<file path="src/rtl/pwm_decoder.sv">
// Servo PWM receiver: measures the high time of each frame on pwm_in and
// recovers the 2-bit position code, with range, timeout and lock reporting.
`timescale 1ns/1ps
module pwm_decoder #(
    parameter int CNT_W       = 21,
    parameter int TH01        = 58333,
    parameter int TH12        = 75000,
    parameter int TH23        = 91667,
    parameter int MIN_HIGH    = 25000,
    parameter int MAX_HIGH    = 125000,
    parameter int TIMEOUT_CYC = 1250000,
    parameter int LOCK_CNT    = 2
) (
    input  logic       clk,
    input  logic       rst_n,
    input  logic       pwm_in,
    output logic [1:0] pos,
    output logic       valid,
    output logic       err_range,
    output logic       err_timeout,
    output logic       locked
);

    localparam int LOCK_W = $clog2(LOCK_CNT + 1);
    localparam logic [CNT_W-1:0]  H_SAT     = CNT_W'(MAX_HIGH + 1);
    localparam logic [CNT_W-1:0]  H_MIN     = CNT_W'(MIN_HIGH);
    localparam logic [CNT_W-1:0]  H_MAX     = CNT_W'(MAX_HIGH);
    localparam logic [CNT_W-1:0]  T_SAT     = CNT_W'(TIMEOUT_CYC);
    localparam logic [CNT_W-1:0]  T_LAST    = CNT_W'(TIMEOUT_CYC - 1);
    localparam logic [LOCK_W-1:0] LOCK_MAX  = LOCK_W'(LOCK_CNT);
    localparam logic [LOCK_W-1:0] LOCK_ONE  = LOCK_W'(1);
    localparam int                TH_TAB [3] = '{TH01, TH12, TH23};

    typedef enum logic [1:0] {
        WAIT_LOW = 2'd0,
        LOW      = 2'd1,
        HIGH     = 2'd2
    } state_t;

    state_t            state_reg;
    logic              sync1_reg;
    logic              s_reg;
    logic              s_dly_reg;
    logic [1:0]        fill_reg;
    logic [CNT_W-1:0]  hcnt_reg;
    logic [CNT_W-1:0]  tcnt_reg;
    logic              done_reg;
    logic              legal_reg;
    logic [1:0]        code_reg;
    logic [LOCK_W-1:0] lock_cnt_reg;
    logic [1:0]        pos_reg;
    logic              valid_reg;
    logic              err_range_reg;
    logic              err_timeout_reg;
    logic              locked_reg;

    logic              rise;
    logic              timeout_evt;
    logic              legal_w;
    logic [1:0]        code_w;
    logic [2:0]        ge_th;
    logic [LOCK_W-1:0] lock_next;

    assign rise        = s_reg & ~s_dly_reg;
    assign timeout_evt = ~rise && (tcnt_reg == T_LAST);

    // The code is the number of thresholds the width has reached, so an
    // exact boundary value lands on the higher code.
    generate
        for (genvar gi = 0; gi < 3; gi++) begin : g_th
            assign ge_th[gi] = (hcnt_reg >= CNT_W'(TH_TAB[gi]));
        end
    endgenerate

    assign code_w    = 2'(ge_th[0]) + 2'(ge_th[1]) + 2'(ge_th[2]);
    assign legal_w   = (hcnt_reg >= H_MIN) && (hcnt_reg <= H_MAX);
    assign lock_next = (lock_cnt_reg == LOCK_MAX) ? LOCK_MAX : lock_cnt_reg + LOCK_ONE;

    always_ff @(posedge clk) begin
        if (!rst_n) begin
            state_reg       <= WAIT_LOW;
            sync1_reg       <= 1'b0;
            s_reg           <= 1'b0;
            s_dly_reg       <= 1'b0;
            fill_reg        <= 2'd0;
            hcnt_reg        <= '0;
            tcnt_reg        <= '0;
            done_reg        <= 1'b0;
            legal_reg       <= 1'b0;
            code_reg        <= 2'd0;
            lock_cnt_reg    <= '0;
            pos_reg         <= 2'd0;
            valid_reg       <= 1'b0;
            err_range_reg   <= 1'b0;
            err_timeout_reg <= 1'b0;
            locked_reg      <= 1'b0;
        end else begin
            sync1_reg <= pwm_in;
            s_reg     <= sync1_reg;
            s_dly_reg <= s_reg;

            // s is only trustworthy once the synchroniser has refilled after reset
            if (fill_reg != 2'd2)
                fill_reg <= fill_reg + 2'd1;

            if (rise)
                tcnt_reg <= '0;
            else if (tcnt_reg != T_SAT)
                tcnt_reg <= tcnt_reg + CNT_W'(1);

            done_reg <= 1'b0;
            case (state_reg)
                WAIT_LOW: begin
                    if (fill_reg == 2'd2 && !s_reg)
                        state_reg <= LOW;
                end
                LOW: begin
                    if (rise) begin
                        state_reg <= HIGH;
                        hcnt_reg  <= CNT_W'(1);
                    end
                end
                HIGH: begin
                    if (timeout_evt) begin
                        state_reg <= WAIT_LOW;
                    end else if (s_reg) begin
                        if (hcnt_reg != H_SAT)
                            hcnt_reg <= hcnt_reg + CNT_W'(1);
                    end else begin
                        state_reg <= LOW;
                        done_reg  <= 1'b1;
                        legal_reg <= legal_w;
                        code_reg  <= code_w;
                    end
                end
                default: state_reg <= WAIT_LOW;
            endcase

            valid_reg     <= 1'b0;
            err_range_reg <= 1'b0;
            if (timeout_evt) begin
                err_timeout_reg <= 1'b1;
                lock_cnt_reg    <= '0;
                locked_reg      <= 1'b0;
            end else if (done_reg) begin
                if (legal_reg) begin
                    pos_reg         <= code_reg;
                    valid_reg       <= 1'b1;
                    err_timeout_reg <= 1'b0;
                    lock_cnt_reg    <= lock_next;
                    locked_reg      <= (lock_next == LOCK_MAX);
                end else begin
                    err_range_reg <= 1'b1;
                    lock_cnt_reg  <= '0;
                    locked_reg    <= 1'b0;
                end
            end
        end
    end

    assign pos         = pos_reg;
    assign valid       = valid_reg;
    assign err_range   = err_range_reg;
    assign err_timeout = err_timeout_reg;
    assign locked      = locked_reg;

endmodule
</file>
<file path="config.mk">
export PLATFORM = sky130hd
export DESIGN_NAME = pwm_decoder
export DESIGN_NICKNAME = d
export VERILOG_FILES = /design/src/rtl/pwm_decoder.sv
export SDC_FILE = /design/constraint.sdc
export NUM_CORES = 1
export LEC_CHECK = 0
export ABC_AREA = 1
export CORE_MARGIN = 2
export CORE_UTILIZATION = 38
export DETAILED_ROUTE_END_ITERATION = 16
export HOLD_SLACK_MARGIN = 0.05
export PLACE_DENSITY = 0.63
export SYNTH_ARGS = -nofsm -noshare
export SYNTH_HDL_FRONTEND = slang
export SYNTH_SLANG_ARGS = --single-unit
</file>
<file path="constraint.sdc">
create_clock -name clk -period 2.6 [get_ports clk]
set_clock_uncertainty 0.15 [all_clocks]
set_input_delay 0.65 -clock clk [delete_from_list [all_inputs] [get_ports clk]]
set_output_delay 0.65 -clock clk [all_outputs]
set_load 0.02 [all_outputs]
</file>
---- Word-level counts from Yosys, hierarchy flattened ----
Cells that the tools add are included.
operators by class
  $add $sub $neg .......................... 6
  eq/ne operators ......................... 15
  reduce and logical (&&, ||, !) cells .... 17
  order comparisons ....................... 5
  muxes and demuxes ....................... 19
  bitwise operators ....................... 8
operators with widths
  cell                     count
  $mux W21                 4
  $add A21 B1 Y21 const B  2
  $ge A21 B17 Y1 const B   2
  $pmux W21 S2             1
  $eq A21 B21 Y1 const B   1
  $ge A21 B15 Y1 const B   1
  $ge A21 B16 Y1 const B   1
  $le A21 B17 Y1 const B   1
  $ne A21 B17 Y1 const B   1
  $ne A21 B21 Y1 const B   1
  $mux W2                  6
  $ne A2 B2 Y1 const B     6
  $reduce_and A3 Y1        3
  $eq A2 B2 Y1 const B     4
  $mux W1                  7
  $not A1 Y1               7
  $pmux W2 S3              1
  $reduce_bool A2 Y1       3
  $reduce_or A3 Y1         2
  $reduce_and A5 Y1        1
  $add A2 B1 Y2 const B    2
  $reduce_or A2 Y1         2
  $logic_and A1 B1 Y1      3
  $ne A3 B3 Y1 const B     1
  7 further kinds          7
storage, ports and cells
  bits in registers ....................... 61
  bits of input ports ..................... 3
  output and inout port bits .............. 6
  word-level logic and storage cells ...... 86

---- Logic depth before layout (Yosys ltp) ----
Gate-level depths: netlist of run 1.
  depth in word-level cells ............... 6
  mapped depth ............................ 12
  gate-level depth less buffers ........... 12

---- Least setup slack after synthesis of run 1 ----
OpenSTA, ideal clock, no wires.
  path type ............................... reg2reg
  start point ............................. register hcnt_reg[0]
  end point ............................... register code_reg[0]
  stages on the path, launching flop included .. 10
  setup slack ............................. 574 ps
  period minus slack after synthesis ...... 2026 ps
  arrival time ............................ 1738 ps
  required time ........................... 2312 ps
  setup time .............................. 138 ps
  buffers on the path ..................... 0
  path through ............................ dfxtp_1 ha_1 nand2_1 nor3_1 nand3_1 o211ai_1 o21a_1 fa_1 nand2_1 a21oi_1
between the ends
  word-level cells in the longest chain between the ends .. 3
  elaborated cells on any way between the ends .. 5
  those cells by class .................... 2 x add/sub; 3 x order compare
RTL lines
  element                                                  RTL line  text
  start, declared                                          45        logic [CNT_W-1:0] hcnt_reg;
  start signal, assigned                                   128       hcnt_reg <= hcnt_reg + CNT_W'(1);
  $ge A21 B16 Y1 / $ge A21 B17 Y1 (equally long branches)  71        assign ge_th[gi] = (hcnt_reg >= CNT_W'(TH_TAB[gi]));
  $add A1 B1 Y2                                            75        assign code_w = 2'(ge_th[0]) + 2'(ge_th[1]) + 2'(ge_th[2]);
  $add A2 B1 Y2 (*)                                        75
  net code_w[0]                                            60        logic [1:0] code_w;
  end signal, assigned                                     133       code_reg <= code_w;
  end, declared                                            49        logic [1:0] code_reg;
Mark *: on every way through the listed nets, which the timed path passes. The rest lies on a longest branch.
A chain may end at the register's enable or synchronous reset.

---- Worst setup path after layout of run 1 ----
Same ends and word-level chain as after synthesis.

==> impl_metrics.tcl, run 1 <==
set metrics [dict create \
    antenna_violating_nets_post_route 0 \
    timing.max_slew.rel_slack 0.7285 \
    synth_async_sr_flop_share 0 \
    grt_start_max_net_pins 21 \
    hold_viol_final 0 \
    grt_pass1_wl_mm 15.97 \
    yosys.area_share.simple 0.4112 \
    regToRegEndpoint "code_reg[0]" \
    setup_total_negative_slack_ns 0 \
    timing.critical_path.slowest_stage_cell "dfxtp_1" \
    std_cell_rows 35 \
    synth_fp_nets 586 \
    synth_most_common_cell "nand2_1" \
    worst-endpoint-arrival_ns 2.33 \
    mappedNetlistArea_sq_um 3694 \
    clock_tree.buffer_depth 2 \
    gr-total-overflow 0 \
    syn-instance-count 575 \
    irDropWorstVdd_v 0.0003460 \
    area_fraction_in_compound_gates_after_synthesis 0.1077 \
    totalWireLength_mm 9.175 \
    kind_of_start_point_of_the_critical_path "flip-flop" \
    first_global_vias 3429 \
    dp_slack_ns 0.3735 \
    total_power_mw 2.090 \
    syn_avg_cell_area_sq_um 6.424 \
    synth.yosys.seq_area_share 0.3252 \
    place_congestion 0.9650 \
    clk_root_buffer_cell "clkbuf_8" \
    n_antenna_cell 0 \
    clk_latency_ns 0.35 \
    criticalPathCategory "reg2reg" \
    port_buffers 8 \
    final_nets 595 \
    reg2reg_depth 9 \
    cp.required_ns 2.68 \
    drc 0 \
    die_h_um 102.6 \
    synth_common_cells "nand2_1 (138), nor2_1 (104), dfxtp_1 (60)" \
    synth_top_cell_area_share 0.3252 \
    worstPathCellList "ha_1 -> nand2_1 -> nor3_1 -> nand3_1 -> o211ai_1 -> o21a_1 -> fa_1 -> nand2_1 -> a21oi_1" \
    largest_family_of_logic_cells_by_synthesized_area "simple AND/OR/NAND/NOR gates" \
    xor_xnor_portion_of_the_synthesized_cell_area 0.03083 \
    final_cell_count_no_fill 718 \
    vias_per_cell 4.904 \
    cpMostUsedCell "nand2_1" \
    final_critical_period_ns 2.258 \
    floorplan.initialDensity 0.3960 \
    worstHoldPathType "reg2reg" \
    yosysWarnings 0 \
    pwr_density_cell_nw_per_um2 509.5 \
    run_status "complete, no violations" \
    yosys-top-cells-area "dfxtp_1 (33%), nand2_1 (14%), nor2_1 (11%)" \
    detailed_place.area_sq_um 3877 \
    die-area_sq_um 10520 \
    cts.htree.levels 3 \
    synth.distinct_cells 35 \
    drive_above_1_share 0.1053 \
    layout_setup_ws_ns 0.3415 \
    max_slew.worst_pin.slew_ns 0.4066 \
    rr_startpoint "hcnt_reg[0]" \
    placedCellCount 702 \
    synthFlopType "dfxtp_1" \
    synth_edf_count 0 \
    dp_hpwl_mm 6.850 \
    post_cts_hold_buffer_count 0 \
    setup-violations-final 0 \
    io_pins 9 \
    cap_viol_max_count 0 \
    fin_crit_sh 0.8686 \
    cts_setup_buffers 0 \
    cts-buffers-inserted 9 \
    synth.ff_latch_count 60 \
    floorplan.die.width_um 102.6 \
    grt_antenna_before_repair 0 \
    tritoncts "yes" \
    slew_viol_final 0 \
    power.static_leakage_nw 1.496 \
    critical_path_sink "code_reg[0]" \
    netlist.top_cell.by_area "dfxtp_1" \
    track_usage 0.1924 \
    worst_setup_ep_type "flip-flop" \
    setup.worst_path.start "hcnt_reg[0]" \
    post_cts.resized_instances 0 \
    drt-wirelength-per-cell_um 12.78 \
    first_iter_violations 237 \
    design_area_sq_um 4101 \
    rsz0062_at_grt "false" \
    cts_num_sinks 60 \
    area_delta_synth_final_pct 11.04 \
    muxShareOfSynthArea 0 \
    reg2reg_setup_slack_ns 0.34 \
    dr.pass1.iters 4 \
    timing.critical_path.slowest_cell_delay_ns 0.48 \
    via_count 3521 \
    cts.clk_slew.worst_paths_ns 0.08 \
    critPathMaxFanout 8 \
    floorplan.core_area_sq_um 9328 \
    yosys.area_share.adder 0.02913 \
    fmax_ghz 0.4428 \
]
-- where the power goes --
group	switching, mW	internal (mW)	total (mW)	leakage (nW)
Combinational	0.0996	0.0555	0.155	0.898
Sequential	0.0280	0.947	0.975	0.485
Clock	0.413	0.546	0.959	0.114
Total	0.541	1.55	2.09	1.50
-- how the worst min path moves through the flow --
stage,cells past startpoint,startpoint,to
floorplan,2,sync1_reg,s_reg
global placement,2,sync1_reg,s_reg
detailed placement,2,sync1_reg,s_reg
CTS,2,sync1_reg,s_reg
global route,2,sync1_reg,s_reg
finish,2,sync1_reg,s_reg
-- logic make-up (layout without fill, tap and decap cells) --
kind of cell    after synthesis  count (layout)
compound gates               71              71
xor+xnor                     13              13
fa+ha+maj                     8               8
buf+inv                      83              97
flops                        60              60
simple gates                340             340
-- metal layers --
layer / global-route usage / part of all wire / vias to the layer above
met3: 0.04407 / 0.052 / 11
met2: 0.3072 / 0.46 / 62
met5: 0 / 0 / -
met4: 0.05641 / 0.011 / 0
li1: - / - / 1859
met1: 0.2602 / 0.48 / 1589
-- metrics by stage --
step,utilization,hold slack (ns)
after floorplan,-,0.2405
after global placement,0.4157,0.2494
after detailed placement,0.4157,0.2535
after CTS,0.4397,0.2757
after global routing,0.4397,0.3038
final,0.4397,0.2686
-- layout by cell type (no fill, tap or decap), types with 7 or more instances in the layout --
cell             synthesis  layout
a21oi_1                 39      39
clkbuf_8                 0       9
clkdlybuf4s50_1          0       8
dfxtp_1                 60      60
ha_1                     7       7
inv_1                   56      56
inv_2                   11      11
nand2_1                138     138
nand3_1                 42      42
nand3_2                  9       9
nand4_1                 11      11
nor2_1                 104     104
nor3_1                  16      16
o21ai_0                 16      16
xor2_1                  13      13
-- final cells by class --
class                   count  area (sq um)
multi-input cells         432          2138
clock inverters             7         100.1
clock buffers               9         123.9
well taps                 129         161.4
flip-flops and latches     60          1201
repair buffers             14         125.1
fillers                  1018          5226
inverters                  67         251.5
-- worst max-delay path: cells and delay by family (launching register included) --
| family | cells | cell delay, ns |
|---|---|---|
| flip-flops | 1 | 0.48 |
| adder cells (fa/ha/maj) | 2 | 0.71 |
| AO/OA/AOI/OAI | 3 | 0.39 |
| AND/OR/NAND/NOR | 4 | 0.39 |
Power figures use the tool's default switching activity.
==> inputs of run 2 (changes only) <==
--- a/config.mk
+++ b/config.mk
@@ -10,7 +10,6 @@
 export CORE_UTILIZATION = 38
 export DETAILED_ROUTE_END_ITERATION = 16
 export HOLD_SLACK_MARGIN = 0.05
-export PLACE_DENSITY = 0.63
 export SYNTH_ARGS = -nofsm -noshare
 export SYNTH_HDL_FRONTEND = slang
 export SYNTH_SLANG_ARGS = --single-unit
==> run 2 against run 1 <==
Net effect: via count is 1.9% higher; clock-buffer cell count grew 1; final cell count increased by 0.28%; combinational power barely moved; critical path type unchanged; critical endpoint unchanged.
==> impl_metrics.tcl, run 2 (synthesized netlist as in run 1, its figures left out) <==
set metrics [dict create \
    antenna_violating_nets_post_route 0 \
    fin_crit_sh 0.8669 \
    grt_pass1_wl_mm 15.59 \
    total_power_mw 2.184 \
    criticalPathCategory "reg2reg" \
    std_cell_rows 35 \
    place_congestion 0.9292 \
    dr.pass1.iters 4 \
    vias_per_cell 4.983 \
    grt_antenna_before_repair 0 \
    drt-wirelength-per-cell_um 12.70 \
    clk_latency_ns 0.35 \
    post_cts_hold_buffer_count 0 \
    hold_path_origin "sync1_reg" \
    port_buffers 8 \
    grt_start_max_net_pins 21 \
    pwr_density_cell_nw_per_um2 527.3 \
    drive_above_1_share 0.1083 \
    final_critical_period_ns 2.254 \
    cts_setup_buffers 0 \
    cts.htree.levels 3 \
    top_usage_layer "met2" \
    worstHoldPathType "reg2reg" \
    run_status "complete, no violations" \
    final_cell_count_no_fill 720 \
    dp_hpwl_mm 6.825 \
    grt_use_met3 0.03322 \
    slew_viol_final 0 \
    drc 0 \
    grtUsageMet2 0.2891 \
    detailed_place.area_sq_um 3892 \
    power.static_leakage_nw 1.516 \
    critPathMaxFanout 8 \
    irDropWorstVdd_v 0.0002312 \
    placedCellCount 704 \
    setup.worst_path.start "hcnt_reg[0]" \
    setup_total_negative_slack_ns 0 \
    cp.required_ns 2.66 \
    max_slew.worst_pin.slew_ns 0.4389 \
    layout_setup_ws_ns 0.3461 \
    mostFrequentLayoutCell "nand2_1" \
    hold_viol_final 0 \
    setup-violations-final 0 \
    floorplan.initialDensity 0.3960 \
    final_nets 597 \
    gr-total-overflow 0 \
    floorplan.die.width_um 102.6 \
    io_pins 9 \
    n_antenna_cell 0 \
    via_count 3588 \
    cap_viol_max_count 0 \
    first_iter_violations 144 \
    cts_num_sinks 60 \
    die-area_sq_um 10520 \
    cts-buffers-inserted 9 \
    floorplan.core_area_sq_um 9328 \
    rsz0062_at_grt "false" \
    totalWireLength_mm 9.147 \
    post_cts.resized_instances 0 \
    clk_root_buffer_cell "clkbuf_8" \
    track_usage 0.1864 \
    kind_of_start_point_of_the_critical_path "flip-flop" \
    rr_startpoint "hcnt_reg[0]" \
    tritoncts "yes" \
    worst_setup_ep_type "flip-flop" \
    design_area_sq_um 4141 \
    dp_slack_ns 0.3913 \
    first_global_vias 3398 \
    timing.max_slew.rel_slack 0.7070 \
    die_h_um 102.6 \
    grtUsageMet1 0.2557 \
    layout.cells.most_common_list "nand2_1 (138), nor2_1 (104), dfxtp_1 (60)" \
    worst-endpoint-arrival_ns 2.32 \
    fmax_ghz 0.4437 \
    cts.clk_slew.worst_paths_ns 0.08 \
    area_delta_synth_final_pct 12.13 \
    clock_tree.buffer_depth 2 \
]
[run 2: cell types whose count changed in the layout (fill, tap and decap cells not counted)]
cell | previous run | this run
clkbuf_8 | 9 | 10
bufinv_16 | 2 | 3
clkinv_4 | 3 | 1
clkinvlp_4 | 0 | 1
inv_6 | 1 | 0
buf_4 | 6 | 8
[run 2: stage by stage]
stage	util	hold slack, ns
CTS	0.4440	0.2834
detailed placement	0.4173	0.2624
floorplan	-	0.2405
finish	0.4440	0.2800
global placement	0.4173	0.2513
global route	0.4440	0.3261
[run 2: final timing paths]
| path | end | slack, ns | cells after the start |
|---|---|---|---|
| max | code_reg[0] | 0.35 | 9 |
| min reg2reg | s_reg | 0.28 | 2 |
| max reg2reg | code_reg[0] | 0.35 | 9 |
| min | s_reg | 0.28 | 2 |
[run 2: area by class of cell]
cell class,instances,area [sq um]
repair buffers,16,140.1
inverters,67,251.5
clock buffers,10,137.6
well taps,129,161.4
multi-input cells,432,2138
flip-flops and latches,60,1201
clock inverters,6,111.4
fillers,1007,5186
[run 2: metal layers]
layer  vias to the layer above  share of wire
li1                       1871              -
met1                      1631           0.50
met3                        18          0.036
met5                         -              0
met4                         0          0.023
met2                        68           0.44
[run 2: worst max-delay path: stages, from the launching register on]
cell	delay, ns
dfxtp_1	0.47
ha_1	0.31
nand2_1	0.07
nor3_1	0.14
nand3_1	0.10
o211ai_1	0.16
o21a_1	0.17
fa_1	0.42
nand2_1	0.08
a21oi_1	0.05
[run 2: power by group]
group | internal [mW] | total [mW] | leakage [nW] | switching [mW]
Clock | 0.663 | 1.06 | 0.122 | 0.394
Sequential | 0.948 | 0.974 | 0.485 | 0.0268
Combinational | 0.0546 | 0.153 | 0.909 | 0.0982
==> inputs of run 3 (changes only) <==
--- a/config.mk
+++ b/config.mk
@@ -9,7 +9,9 @@
 export CORE_MARGIN = 2
 export CORE_UTILIZATION = 38
 export DETAILED_ROUTE_END_ITERATION = 16
+export GPL_TIMING_DRIVEN = 0
 export HOLD_SLACK_MARGIN = 0.05
+export SLEW_MARGIN = 15
 export SYNTH_ARGS = -nofsm -noshare
 export SYNTH_HDL_FRONTEND = slang
 export SYNTH_SLANG_ARGS = --single-unit
==> constraint.sdc (replaced) <==
create_clock -name clk -period 2.4 [get_ports clk]
set_clock_uncertainty 0.15 [all_clocks]
set_input_delay 0.6 -clock clk [delete_from_list [all_inputs] [get_ports clk]]
set_output_delay 0.6 -clock clk [all_outputs]
set_load 0.02 [all_outputs]
==> run 3 against run 2 <==
Net effect: combinational power is 9.8% higher; total power shrank 5.5%; register-to-register slack lost 0.17 ns; global-route usage grew 0.85 points; worst setup slack worse by 0.17 ns; core utilization is 0.34 points lower; first-iteration DRC count up 34%; via count grew 0.59%; clock power is 21% lower; clock-buffer cell count shrank 1; die area unchanged; largest cell class unchanged.
==> impl_metrics.tcl, run 3 (synthesized netlist as in run 1, its figures left out) <==
set metrics [dict create \
    worstPathCellList "buf_2 -> nor2_1 -> nand4_1 -> o211ai_1 -> o21a_1 -> fa_1 -> nand2_1 -> a21oi_1" \
    clk_root_buffer_cell "clkbuf_8" \
    cap_viol_max_count 0 \
    drt-wirelength-per-cell_um 13.22 \
    critPathMaxFanout 7 \
    drc 0 \
    gr-total-overflow 0 \
    setup_total_negative_slack_ns 0 \
    cts-buffers-inserted 9 \
    dp_hpwl_mm 7.207 \
    worst_hold_slack_ns 0.2769 \
    run_status "complete, no violations" \
    cts_num_sinks 60 \
    ff_latch_area_sq_um 1206 \
    cts.htree.levels 3 \
    hold_viol_final 0 \
    die-area_sq_um 10520 \
    placedCellCount 711 \
    worst_setup_ep_type "flip-flop" \
    criticalPathCategory "reg2reg" \
    vias_per_cell 4.964 \
    final_critical_period_ns 2.225 \
    drive_above_1_share 0.1154 \
    kind_of_start_point_of_the_critical_path "flip-flop" \
    pwr_density_cell_nw_per_um2 502.1 \
    top_delay_family_on_crit_path "simple AND/OR/NAND/NOR gates" \
    worstHoldPathType "reg2reg" \
    port_buffers 7 \
    timing.max_slew.rel_slack 0.4741 \
    clock_tree.buffer_depth 2 \
    cp.required_ns 2.44 \
    multi_input_comb_area_sq_um 2143 \
    power.static_leakage_nw 1.496 \
    clk_latency_ns 0.34 \
    grt_start_max_net_pins 13 \
    area_delta_synth_final_pct 11.28 \
    timing.critical_path.slowest_cell_delay_ns 0.42 \
    path_buf_inv 1 \
    floorplan.die.width_um 102.6 \
    layout.cells.most_common_list "nand2_1 (138), nor2_1 (103), dfxtp_1 (58)" \
    timing.critical_path.slowest_stage_cell "fa_1" \
    setup-violations-final 0 \
    first_iter_violations 193 \
    floorplan.core_area_sq_um 9328 \
    n_antenna_cell 0 \
    fin_crit_sh 0.9270 \
    final_cell_count_no_fill 727 \
    post_cts_hold_buffer_count 0 \
    worst-endpoint-arrival_ns 2.26 \
    totalWireLength_mm 9.612 \
    tritoncts "yes" \
    rsz0062_at_grt "false" \
    final_nets 604 \
    post_cts.resized_instances 0 \
    fmax_ghz 0.4495 \
    fillerInstances 1038 \
    grt_pass1_wl_mm 16.00 \
    first_global_vias 3364 \
    std_cell_rows 35 \
    antenna_violating_nets_post_route 0 \
    cts_setup_buffers 0 \
    mostFrequentLayoutCell "nand2_1" \
    reg2reg_setup_slack_ns 0.18 \
    slew_viol_final 0 \
    grt_antenna_before_repair 0 \
    io_pins 9 \
    cts.clk_slew.worst_paths_ns 0.08 \
    max_slew.worst_pin.slew_ns 0.7888 \
    floorplan.initialDensity 0.3960 \
    dr.pass1.iters 5 \
    via_count 3609 \
    irDropWorstVdd_v 0.0002842 \
    track_usage 0.1949 \
    die_h_um 102.6 \
    place_congestion 0.9772 \
]
[run 3: cell type report]
class | count | share of cell area
multi-input combinational | 432 | 0.5215
sequential | 60 | 0.2935
inverter | 67 | 0.06119
tap | 129 | 0.03927
clock buffer | 9 | 0.03014
buffer | 16 | 0.02496
timing repair buffer | 7 | 0.01705
clock inverter | 7 | 0.01248
[run 3: through the flow]
stage	setup slack [ns]	power (mW)	area (sq um)	util
floorplan	0.3736	1.199	3694	-
global placement	0.03278	1.240	3925	0.4208
detailed placement	0.04125	1.247	3925	0.4208
CTS	0.01323	2.095	4100	0.4396
global route	0.02332	2.163	4110	0.4406
finish	0.1753	2.064	4110	0.4406
[run 3: metal layers]
layer / GRT usage / vias to the layer above / routed length, um
li1: - / 1881 / -
met1: 0.2570 / 1640 / 4633
met2: 0.3243 / 73 / 4495
met3: 0.02780 / 15 / 334
met4: 0.07179 / 0 / 149
met5: 0 / - / 0
[run 3: path summary, 6_finish.rpt]
| path | start | endpoint | cells after the start |
|---|---|---|---|
| worst max-delay path | hcnt_reg[7] | code_reg[0] | 8 |
| worst min-delay path | sync1_reg | s_reg | 2 |
| worst max register to register | hcnt_reg[7] | code_reg[0] | 8 |
| worst min register to register | sync1_reg | s_reg | 2 |
[run 3: tightest hold or removal path, stage by stage (launching register included)]
cell,delay (ns)
dfxtp_1,0.31
nand2_1,0.05
inv_1,0.03
[run 3: report_power, final]
group	leakage (nW)	internal, mW	switching (mW)	total [mW]
logic	0.924	0.0574	0.111	0.168
clock network	0.0856	0.378	0.464	0.842
registers	0.486	1.03	0.0284	1.05
total	1.50	1.46	0.603	2.06
